==> src/rtl/vlc_switch_conditioner_if.sv <==
// -----------------------------------------------------------------------------
// vlc_switch_conditioner_if
// Connects the driver switches and the clean lamp commands of the tail-light
// sequencer's front end.
//   sw_left / sw_right / sw_emerg : raw asynchronous switch levels
//   turn_left / turn_right        : clean turn commands
//   emergency                     : clean hazard command
//   conflict                      : left and right both held, no hazard
//   cmd_change                    : one-cycle pulse on any command change
// Modports: master = switch/lamp side (drives switches),
//           slave  = conditioner (drives commands).
// -----------------------------------------------------------------------------
interface vlc_switch_conditioner_if;
  logic sw_left;
  logic sw_right;
  logic sw_emerg;
  logic turn_left;
  logic turn_right;
  logic emergency;
  logic conflict;
  logic cmd_change;

  modport master (
    output sw_left, sw_right, sw_emerg,
    input  turn_left, turn_right, emergency, conflict, cmd_change
  );

  modport slave (
    input  sw_left, sw_right, sw_emerg,
    output turn_left, turn_right, emergency, conflict, cmd_change
  );
endinterface

==> src/rtl/vlc_switch_conditioner.sv <==
// -----------------------------------------------------------------------------
// vlc_switch_conditioner
// Synchronizes and debounces the left/right/hazard switches, arbitrates
// conflicting requests and registers clean lamp commands.
// Ports:
//   clk   : system clock
//   rst_n : asynchronous active-low reset (released synchronously upstream)
//   bus   : vlc_switch_conditioner_if.slave (switch inputs, command outputs)
// Parameters:
//   SAMPLE_DIV : clock cycles between debounce strobes (>= 2)
//   DEB_COUNT  : consecutive disagreeing strobes to accept a level (1..15)
// Optional feature macro: VLC_HAZARD_TOGGLE_EN
//   defined   : sw_emerg is a momentary button; each debounced press toggles
//               a hazard latch.
//   undefined : hazard follows the debounced sw_emerg level.
// Channel index: 0 = left, 1 = right, 2 = hazard.
// -----------------------------------------------------------------------------
module vlc_switch_conditioner #(
  parameter int SAMPLE_DIV = 4,
  parameter int DEB_COUNT  = 3
) (
  input logic                    clk,
  input logic                    rst_n,
  vlc_switch_conditioner_if.slave bus
);

  localparam logic [15:0] DIV_LAST = 16'(SAMPLE_DIV - 1);
  localparam logic [3:0]  DEB_LAST = 4'(DEB_COUNT);

  logic [2:0]      w_raw;
  logic [2:0]      r_sync1;
  logic [2:0]      r_sync2;
  logic [15:0]     r_div;
  logic            w_strobe;
  logic [2:0]      r_stable;
  logic [2:0]      w_stable_nxt;
  logic [2:0][3:0] r_cnt;
  logic [2:0][3:0] w_cnt_nxt;
  logic            w_h;
  logic            w_emerg_nxt;
  logic            w_left_nxt;
  logic            w_right_nxt;
  logic            w_conflict_nxt;
  logic            w_change_nxt;
  logic            r_turn_left;
  logic            r_turn_right;
  logic            r_emergency;
  logic            r_conflict;
  logic            r_cmd_change;

  assign w_raw = {bus.sw_emerg, bus.sw_right, bus.sw_left};

  // Two-flop synchronizer for the asynchronous switch inputs.
  always_ff @(posedge clk or negedge rst_n) begin
    if (!rst_n) begin
      r_sync1 <= 3'b000;
      r_sync2 <= 3'b000;
    end else begin
      r_sync1 <= w_raw;
      r_sync2 <= r_sync1;
    end
  end

  // Free-running sample divider; the strobe marks its last count.
  always_ff @(posedge clk or negedge rst_n) begin
    if (!rst_n) begin
      r_div <= 16'd0;
    end else if (r_div == DIV_LAST) begin
      r_div <= 16'd0;
    end else begin
      r_div <= r_div + 16'd1;
    end
  end

  assign w_strobe = (r_div == DIV_LAST);

  // Debounce next state: count disagreeing strobes, flip stable on the Nth.
  always_comb begin
    w_stable_nxt = r_stable;
    w_cnt_nxt    = r_cnt;
    for (int ch = 0; ch < 3; ch++) begin
      if (w_strobe) begin
        if (r_sync2[ch] != r_stable[ch]) begin
          if ((r_cnt[ch] + 4'd1) == DEB_LAST) begin
            w_stable_nxt[ch] = ~r_stable[ch];
            w_cnt_nxt[ch]    = 4'd0;
          end else begin
            w_cnt_nxt[ch]    = r_cnt[ch] + 4'd1;
          end
        end else begin
          w_cnt_nxt[ch] = 4'd0;
        end
      end else begin
        w_cnt_nxt[ch] = r_cnt[ch];
      end
    end
  end

  // Debounce state registers.
  always_ff @(posedge clk or negedge rst_n) begin
    if (!rst_n) begin
      r_stable <= 3'b000;
      r_cnt    <= '0;
    end else begin
      r_stable <= w_stable_nxt;
      r_cnt    <= w_cnt_nxt;
    end
  end

`ifdef VLC_HAZARD_TOGGLE_EN
  logic r_haz_latch;

  // Hazard latch flips on the cycle the debounced button goes high, so it
  // lines up with the stable bits of the other channels.
  always_ff @(posedge clk or negedge rst_n) begin
    if (!rst_n) begin
      r_haz_latch <= 1'b0;
    end else if (w_stable_nxt[2] && !r_stable[2]) begin
      r_haz_latch <= ~r_haz_latch;
    end else begin
      r_haz_latch <= r_haz_latch;
    end
  end

  assign w_h = r_haz_latch;
`else
  assign w_h = r_stable[2];
`endif

  // Arbitration: hazard wins, then left+right conflict, then plain turns.
  always_comb begin
    w_emerg_nxt    = 1'b0;
    w_left_nxt     = 1'b0;
    w_right_nxt    = 1'b0;
    w_conflict_nxt = 1'b0;
    if (w_h) begin
      w_emerg_nxt = 1'b1;
    end else if (r_stable[0] && r_stable[1]) begin
      w_conflict_nxt = 1'b1;
    end else begin
      w_left_nxt  = r_stable[0];
      w_right_nxt = r_stable[1];
    end
    // conflict is deliberately excluded from the change detector
    w_change_nxt = ({w_emerg_nxt, w_left_nxt, w_right_nxt} !=
                    {r_emergency, r_turn_left, r_turn_right});
  end

  // Output registers.
  always_ff @(posedge clk or negedge rst_n) begin
    if (!rst_n) begin
      r_turn_left  <= 1'b0;
      r_turn_right <= 1'b0;
      r_emergency  <= 1'b0;
      r_conflict   <= 1'b0;
      r_cmd_change <= 1'b0;
    end else begin
      r_turn_left  <= w_left_nxt;
      r_turn_right <= w_right_nxt;
      r_emergency  <= w_emerg_nxt;
      r_conflict   <= w_conflict_nxt;
      r_cmd_change <= w_change_nxt;
    end
  end

  assign bus.turn_left  = r_turn_left;
  assign bus.turn_right = r_turn_right;
  assign bus.emergency  = r_emergency;
  assign bus.conflict   = r_conflict;
  assign bus.cmd_change = r_cmd_change;

endmodule

==> src/flat_wrapper.sv <==
// flat-port wrapper written by rule: the top's interface ports become plain ports
module vlc_switch_conditioner_flat 
#(
  parameter int SAMPLE_DIV = 4,
  parameter int DEB_COUNT  = 3
)
  (clk, rst_n, bus_sw_left, bus_sw_right, bus_sw_emerg, bus_turn_left, bus_turn_right, bus_emergency, bus_conflict, bus_cmd_change);
  vlc_switch_conditioner_if bus_i ();
  input logic clk;
  input logic rst_n;
  input wire logic [$bits(bus_i.sw_left)-1:0] bus_sw_left;
  input wire logic [$bits(bus_i.sw_right)-1:0] bus_sw_right;
  input wire logic [$bits(bus_i.sw_emerg)-1:0] bus_sw_emerg;
  output wire logic [$bits(bus_i.turn_left)-1:0] bus_turn_left;
  output wire logic [$bits(bus_i.turn_right)-1:0] bus_turn_right;
  output wire logic [$bits(bus_i.emergency)-1:0] bus_emergency;
  output wire logic [$bits(bus_i.conflict)-1:0] bus_conflict;
  output wire logic [$bits(bus_i.cmd_change)-1:0] bus_cmd_change;
  assign bus_i.sw_left = bus_sw_left;
  assign bus_i.sw_right = bus_sw_right;
  assign bus_i.sw_emerg = bus_sw_emerg;
  assign bus_turn_left = bus_i.turn_left;
  assign bus_turn_right = bus_i.turn_right;
  assign bus_emergency = bus_i.emergency;
  assign bus_conflict = bus_i.conflict;
  assign bus_cmd_change = bus_i.cmd_change;
  vlc_switch_conditioner #(.SAMPLE_DIV(SAMPLE_DIV), .DEB_COUNT(DEB_COUNT)) u_core (.clk(clk), .rst_n(rst_n), .bus(bus_i));
endmodule
==> config.mk <==
export PLATFORM = sky130hd
export DESIGN_NAME = vlc_switch_conditioner_flat
export DESIGN_NICKNAME = d
export VERILOG_FILES = /design/src/rtl/vlc_switch_conditioner_if.sv /design/src/rtl/vlc_switch_conditioner.sv /design/src/flat_wrapper.sv
export SDC_FILE = /design/constraint.sdc
export NUM_CORES = 1
export LEC_CHECK = 0
export ABC_AREA = 1
export BUFFER_PORTS_ARGS = -buffer_cell sky130_fd_sc_hd__buf_4
export CAP_MARGIN = 25
export CORE_UTILIZATION = 57
export CTS_BUF_LIST = sky130_fd_sc_hd__clkbuf_4 sky130_fd_sc_hd__clkbuf_8
export DETAILED_ROUTE_END_ITERATION = 6
export PLACE_DENSITY = 0.81
export SYNTH_ARGS = -nofsm -noshare
export SYNTH_HDL_FRONTEND = slang
export SYNTH_SLANG_ARGS = --single-unit
==> constraint.sdc <==
create_clock -name clk -period 1.4 [get_ports clk]
set_clock_uncertainty 0.2 [all_clocks]
set_input_delay 0.14 -clock clk [delete_from_list [all_inputs] [get_ports clk]]
set_output_delay 0.14 -clock clk [all_outputs]
set_load 0.01 [all_outputs]
Word level (Yosys, flattened, before mapping)
Cells that the tools add are included.
W data, S select, Z words.
{"block": "op_classes", "add_sub_neg": 4, "n_eq_ne": 8, "muxes": 14, "bitwise_logic": 3, "n_reduce_logical": 4}
{"operator": "$mux W4", "n": 6}
{"operator": "$add A16 B1 Y16 const B", "n": 1}
{"operator": "$eq A16 B2 Y1 const B", "n": 1}
{"operator": "$mux W16", "n": 1}
{"operator": "$add A4 B1 Y4 const B", "n": 3}
{"operator": "$eq A4 B2 Y1 const B", "n": 3}
{"operator": "$reduce_and A3 Y1", "n": 3}
{"operator": "$mux W1", "n": 7}
{"operator": "$ne A1 B1 Y1", "n": 3}
{"operator": "$ne A3 B3 Y1", "n": 1}
{"operator": "$not A1 Y1", "n": 3}
{"operator": "$logic_and A1 B1 Y1", "n": 1}
{"block": "word_totals", "regBits": 42, "in_bits": 5, "out_inout_bits": 5, "wordCells": 47}

Longest topological paths before layout
{"block": "logic_depth", "word_depth": 4, "ltp_mapped": 9, "mapped_depth_nobuf": 9}

Worst setup path after synthesis
Ideal clock, no wire load.
{"block": "synth_path", "path_type": "register to register", "from": "register u_core.r_div[0]", "to": "register u_core.r_cnt[3] (netlist name)", "setup_time_ps": 74, "t_arrival_ps": 1138, "required_ps": 1126, "setup_slack_ps": -12, "stages_incl_launch_ff": 10, "n_path_buf": 0, "synth_period_minus_slack_ps": 1412, "cell_sequence": "dfrtp_1 > ha_1 > inv_1 > nor2_1 > nand2_1 > nor2_2 > nand2_4 > clkinv_4 > nand2_1 > o21ai_2"}
{"block": "synth_between", "elab_chain_len": 1}
{"item": "start: declaration", "line": "vlc_switch_conditioner.sv:33", "source": "logic [15:0] r_div;"}
{"item": "start signal: assignment", "line": "vlc_switch_conditioner.sv:71", "source": "r_div <= r_div + 16'd1;"}
{"item": "$eq A16 B2 Y1", "line": "vlc_switch_conditioner.sv:75", "source": "assign w_strobe = (r_div == DIV_LAST);"}
{"item": "end signal: assignment", "line": "vlc_switch_conditioner.sv:106", "source": "r_cnt <= w_cnt_nxt;"}
{"item": "end: declaration", "line": "vlc_switch_conditioner.sv:37", "source": "logic [2:0][3:0] r_cnt;"}
Every way passes these cells.
A chain may end at the register's enable or synchronous reset.

Worst setup path in the final report
{"block": "layout_path", "from": "register u_core.r_div[1]", "to": "register u_core.r_cnt[10] (netlist name)"}
Same word-level chain as after synthesis.

==> qor.log <==
qor: clocking.h-tree-depth 2
qor: floorplanning.placementRows 22
qor: placement.buffer_ports.inserted 9
qor: timing.unrepaired_setup_endpoints_after_global_routing true
qor: job.max-cap-violations 0
qor: grt.grt_overflow_total 0
qor: grt.grt_pass1_vias 1,976
qor: grt.grt_antenna_before_repair 0
qor: worst_hold_path.worst_hold_path_type reg -> reg
qor: timing.slew-limit-headroom 0.646
qor: floorplanning.floorplan.core_area 3690 sq um
qor: routing.route.vias.total 1,975
qor: floorplanning.initial_cell_density_of_the_core 0.595
qor: floorplanning.floorplan.io_pins 10
qor: clocking.clock_sink_total 42
qor: placement.inst_count_dp 346
qor: grt.globalRouteTotalUtil 0.299
qor: grt.globalRouteMet1Util 0.347
qor: critical_path.crit_path_start_kind flop
qor: critical_path.worst_r2r_path_depth 9
qor: clocking.cell_chosen_for_the_clock_root clkbuf_8
qor: critical_path.worstReg2RegEnd u_core.r_cnt[10]
qor: status.status finished with violations
qor: floorplanning.die-area 4100 sq um
qor: grt.top_usage_layer met2
qor: synth.syn_area 2200 sq um
qor: power_and_ir_drop.power.sequential.fraction 0.412
qor: power_and_ir_drop.netSwitchingFraction 0.347
qor: synth.ys_top_cells_by_count nand2_1 (60), inv_1 (43), dfrtp_1 (42)
qor: timing.finalHoldViolations 0
qor: power_and_ir_drop.switching_pwr 1.34 mW
qor: placement.dp_hpwl 3250 um
qor: routing.drt-wirelength-per-cell 16.0 um
qor: timing.fmaxAchievable 603 MHz
qor: clocking.cts_buffers 5
qor: synth.yosysWarningCount 0
qor: cells_and_area.layout-drive-gt1-share 0.405
qor: power_and_ir_drop.power.internal 2.53 mW
qor: worst_hold_path.holdPathStages 0
qor: synth.synth_largest_area_cell dfrtp_1
qor: critical_path.critical_path.endpoint_type flop
qor: routing.drt_drc_violations_left 0
qor: clocking.clk-insertion-delay-late 0.30 ns
qor: routing.drt-pass1-iter-count 4
qor: synth.seq_total_area_yosys 0.479
qor: routing.drt_wl_total 5970 um
qor: critical_path.reg2reg_slack -0.26 ns
qor: critical_path.cp_max_fo 6
qor: power_and_ir_drop.max-vdd-ir-drop 0.816 mV
qor: clocking.clock_tree_from_tritoncts built
qor: cells_and_area.number_of_filler_instances_in_the_final_layout 217
qor: timing.worst_pin_slew 0.531 ns
qor: power_and_ir_drop.p_clk_frac 0.246
qor: clocking.clk_pin_slew_worst_paths 0.08 ns
qor: timing.final_critical_path_setup_slack -0.258 ns
qor: worst_hold_path.hold_path_startpoint u_core.r_sync1[1]
qor: critical_path.timing.critical_path.arrival 1.68 ns
qor: grt.use_met3 0.0714
qor: synth.most_common_cell_in_the_netlist nand2_1
qor: power_and_ir_drop.comb_power_share 0.341
qor: status.failed_checks setup timing
qor: synth.syn-num-nets 278
qor: clocking.cts.path.max_buffers 2
qor: critical_path.crit_required 1.42 ns
qor: synth.synth-edff-count 0
qor: cells_and_area.final_cell_count_no_fill 374
qor: synth.synth.avg_cell_area 8.26 sq um
qor: routing.viasPerCell 5.28
qor: placement.gpl.final_weighted_congestion 0.862
qor: cells_and_area.insertedDiodeCount 0
qor: floorplanning.die_height 64.1 um
qor: timing.slew_violations 0
qor: critical_path.timing.rr.start u_core.r_div[1]
qor: cells_and_area.final_net_count 337
qor: floorplanning.die_wd 64.1 um
qor: synth.yosys-top-cells-area dfrtp_1 (48%), nand2_1 (10%), inv_1 (7.4%)
qor: synth.ys.flop_type dfrtp_1
qor: timing.final_min_period_over_clock_period 1.18
qor: placement.detailed_place.area 2500 sq um
qor: critical_path.critical_path_class reg -> reg
qor: timing.totalNegativeSetupSlack -5.33 ns
qor: routing.number_of_routed_nets_with_antenna_violations 0
qor: synth.netlist.area_leader.share 0.479
qor: grt.grt_pass1_wl 9010 um
qor: synth.count_of_state_elements_after_synthesis 42
qor: cells_and_area.area_delta_synth_final 37.8%
qor: synth.post_synth_arst_share 1.00
qor: timing.hold_slack 0.151 ns
qor: worst_hold_path.min_to u_core.r_sync2[1]
qor: grt.grt_start_max_net_pins 43
qor: routing.drt_iter0_drc 133
qor: timing.period_needed 1.66 ns
qor: synth.synth.distinct_cells 26
qor: grt.grt_util_met2 0.505
qor: timing.endpoints_failing_setup 32
qor: synth.netlist_instances 266
qor: cells_and_area.layout.core_utilization 0.821
qor: cells_and_area.final_cell_area 3030 sq um
qor: power_and_ir_drop.static-leakage-power 1.55 nW
qor: power_and_ir_drop.power_density 1280 nW/um^2
==> final cells by class <==
class,instances,area [sq um],share of cell area
Multi-Input combinational cell,175,1190,0.392
Sequential cell,42,1060,0.349
Timing Repair Buffer,51,415,0.137
Inverter,50,200,0.0661
Clock buffer,5,68.8,0.0227
Tap cell,48,60.1,0.0198
Clock inverter,3,40.0,0.0132
==> worst max-delay path: stages (launching register included) <==
cell	delay (ns)
dfrtp_2	0.42
ha_4	0.17
inv_2	0.04
nor2_1	0.09
nand2_1	0.11
nor2_4	0.15
nand2_4	0.11
nor2_4	0.13
nand2_1	0.07
o21ai_1	0.08
==> cells in the final DEF (no fill, tap or decap), types with 2 or more instances in the layout <==
cell            n
buf_4          41
buf_6           6
clkbuf_8        5
clkinv_2        2
clkinv_4        2
dfrtp_1        38
dfrtp_2         4
dlygate4sd3_1   4
ha_1            2
ha_2            3
ha_4            2
inv_1          37
inv_2          10
nand2_1        45
nand2_2        15
nand2_4         3
nand3_1        22
nand3_2         7
nand4_1         4
nor2_1         19
nor2_2          8
nor2_4          9
nor3_4          3
o21ai_1         5
o21ai_2         4
o21bai_1        3
xnor2_1         2
xor2_1          9
xor2_2          2
==> worst max-delay path by stage <==
stage	slack (ns)	startpoint	endpoint
final	-0.26	u_core.r_div[1]	u_core.r_cnt[10]
after global routing	-0.29	u_core.r_div[5]	u_core.r_div[11]
after CTS	-0.17	u_core.r_div[0]	u_core.r_cnt[10]
after detailed placement	-0.16	u_core.r_cnt[8]	u_core.r_stable[2]
after global placement	-0.11	u_core.r_div[0]	u_core.r_cnt[10]
after floorplan	-0.01	u_core.r_div[0]	u_core.r_cnt[3]
==> power groups by stage <==
stage / registers, mW / clock network [mW] / logic [mW]
detailed placement: 1.59 / 0 / 1.04
CTS: 1.57 / 0.971 / 1.18
floorplan: 1.61 / 0 / 0.545
finish: 1.60 / 0.955 / 1.32
global route: 1.62 / 1.00 / 1.46
global placement: 1.58 / 0 / 0.981
==> registers in the layout, indices dropped and copies added, names as in the netlist <==
name                   count
u_core.r_div              16
u_core.r_cnt              12
u_core.r_stable            3
u_core.r_sync1             3
u_core.r_sync2             3
u_core.bus.cmd_change      1
u_core.bus.conflict        1
u_core.bus.emergency       1
u_core.bus.turn_left       1
u_core.bus.turn_right      1
==> routing by layer <==
layer	vias up	wire (um)
met5	-	0
met3	31	312
li1	945	-
met4	0	320
met2	77	3090
met1	922	2250
==> cells by family after synthesis <==
kind of cell / share of synthesized area
AND/OR/NAND/NOR: 0.287
XOR/XNOR: 0.0587
flip-flops: 0.479
adder cells (fa/ha/maj): 0.0399
buffers and inverters: 0.0900
AO/OA/AOI/OAI: 0.0456
==> timing repair <==
item,CTS,global route
endpoints found under the setup margin,28,32
buffers inserted,5,10
pin swaps,25,26
gates cloned,1,0
hold endpoints to repair,45,0
hold buffers,4,0
resized for setup,40,33
==> stage by stage <==
stage	setup slack [ns]	power, mW
after floorplan	-0.0109	2.15
after global placement	-0.112	2.56
after detailed placement	-0.156	2.62
after CTS	-0.167	3.72
after global routing	-0.294	4.07
final	-0.258	3.88
Note: power is estimated with default switching activity, not from simulation.
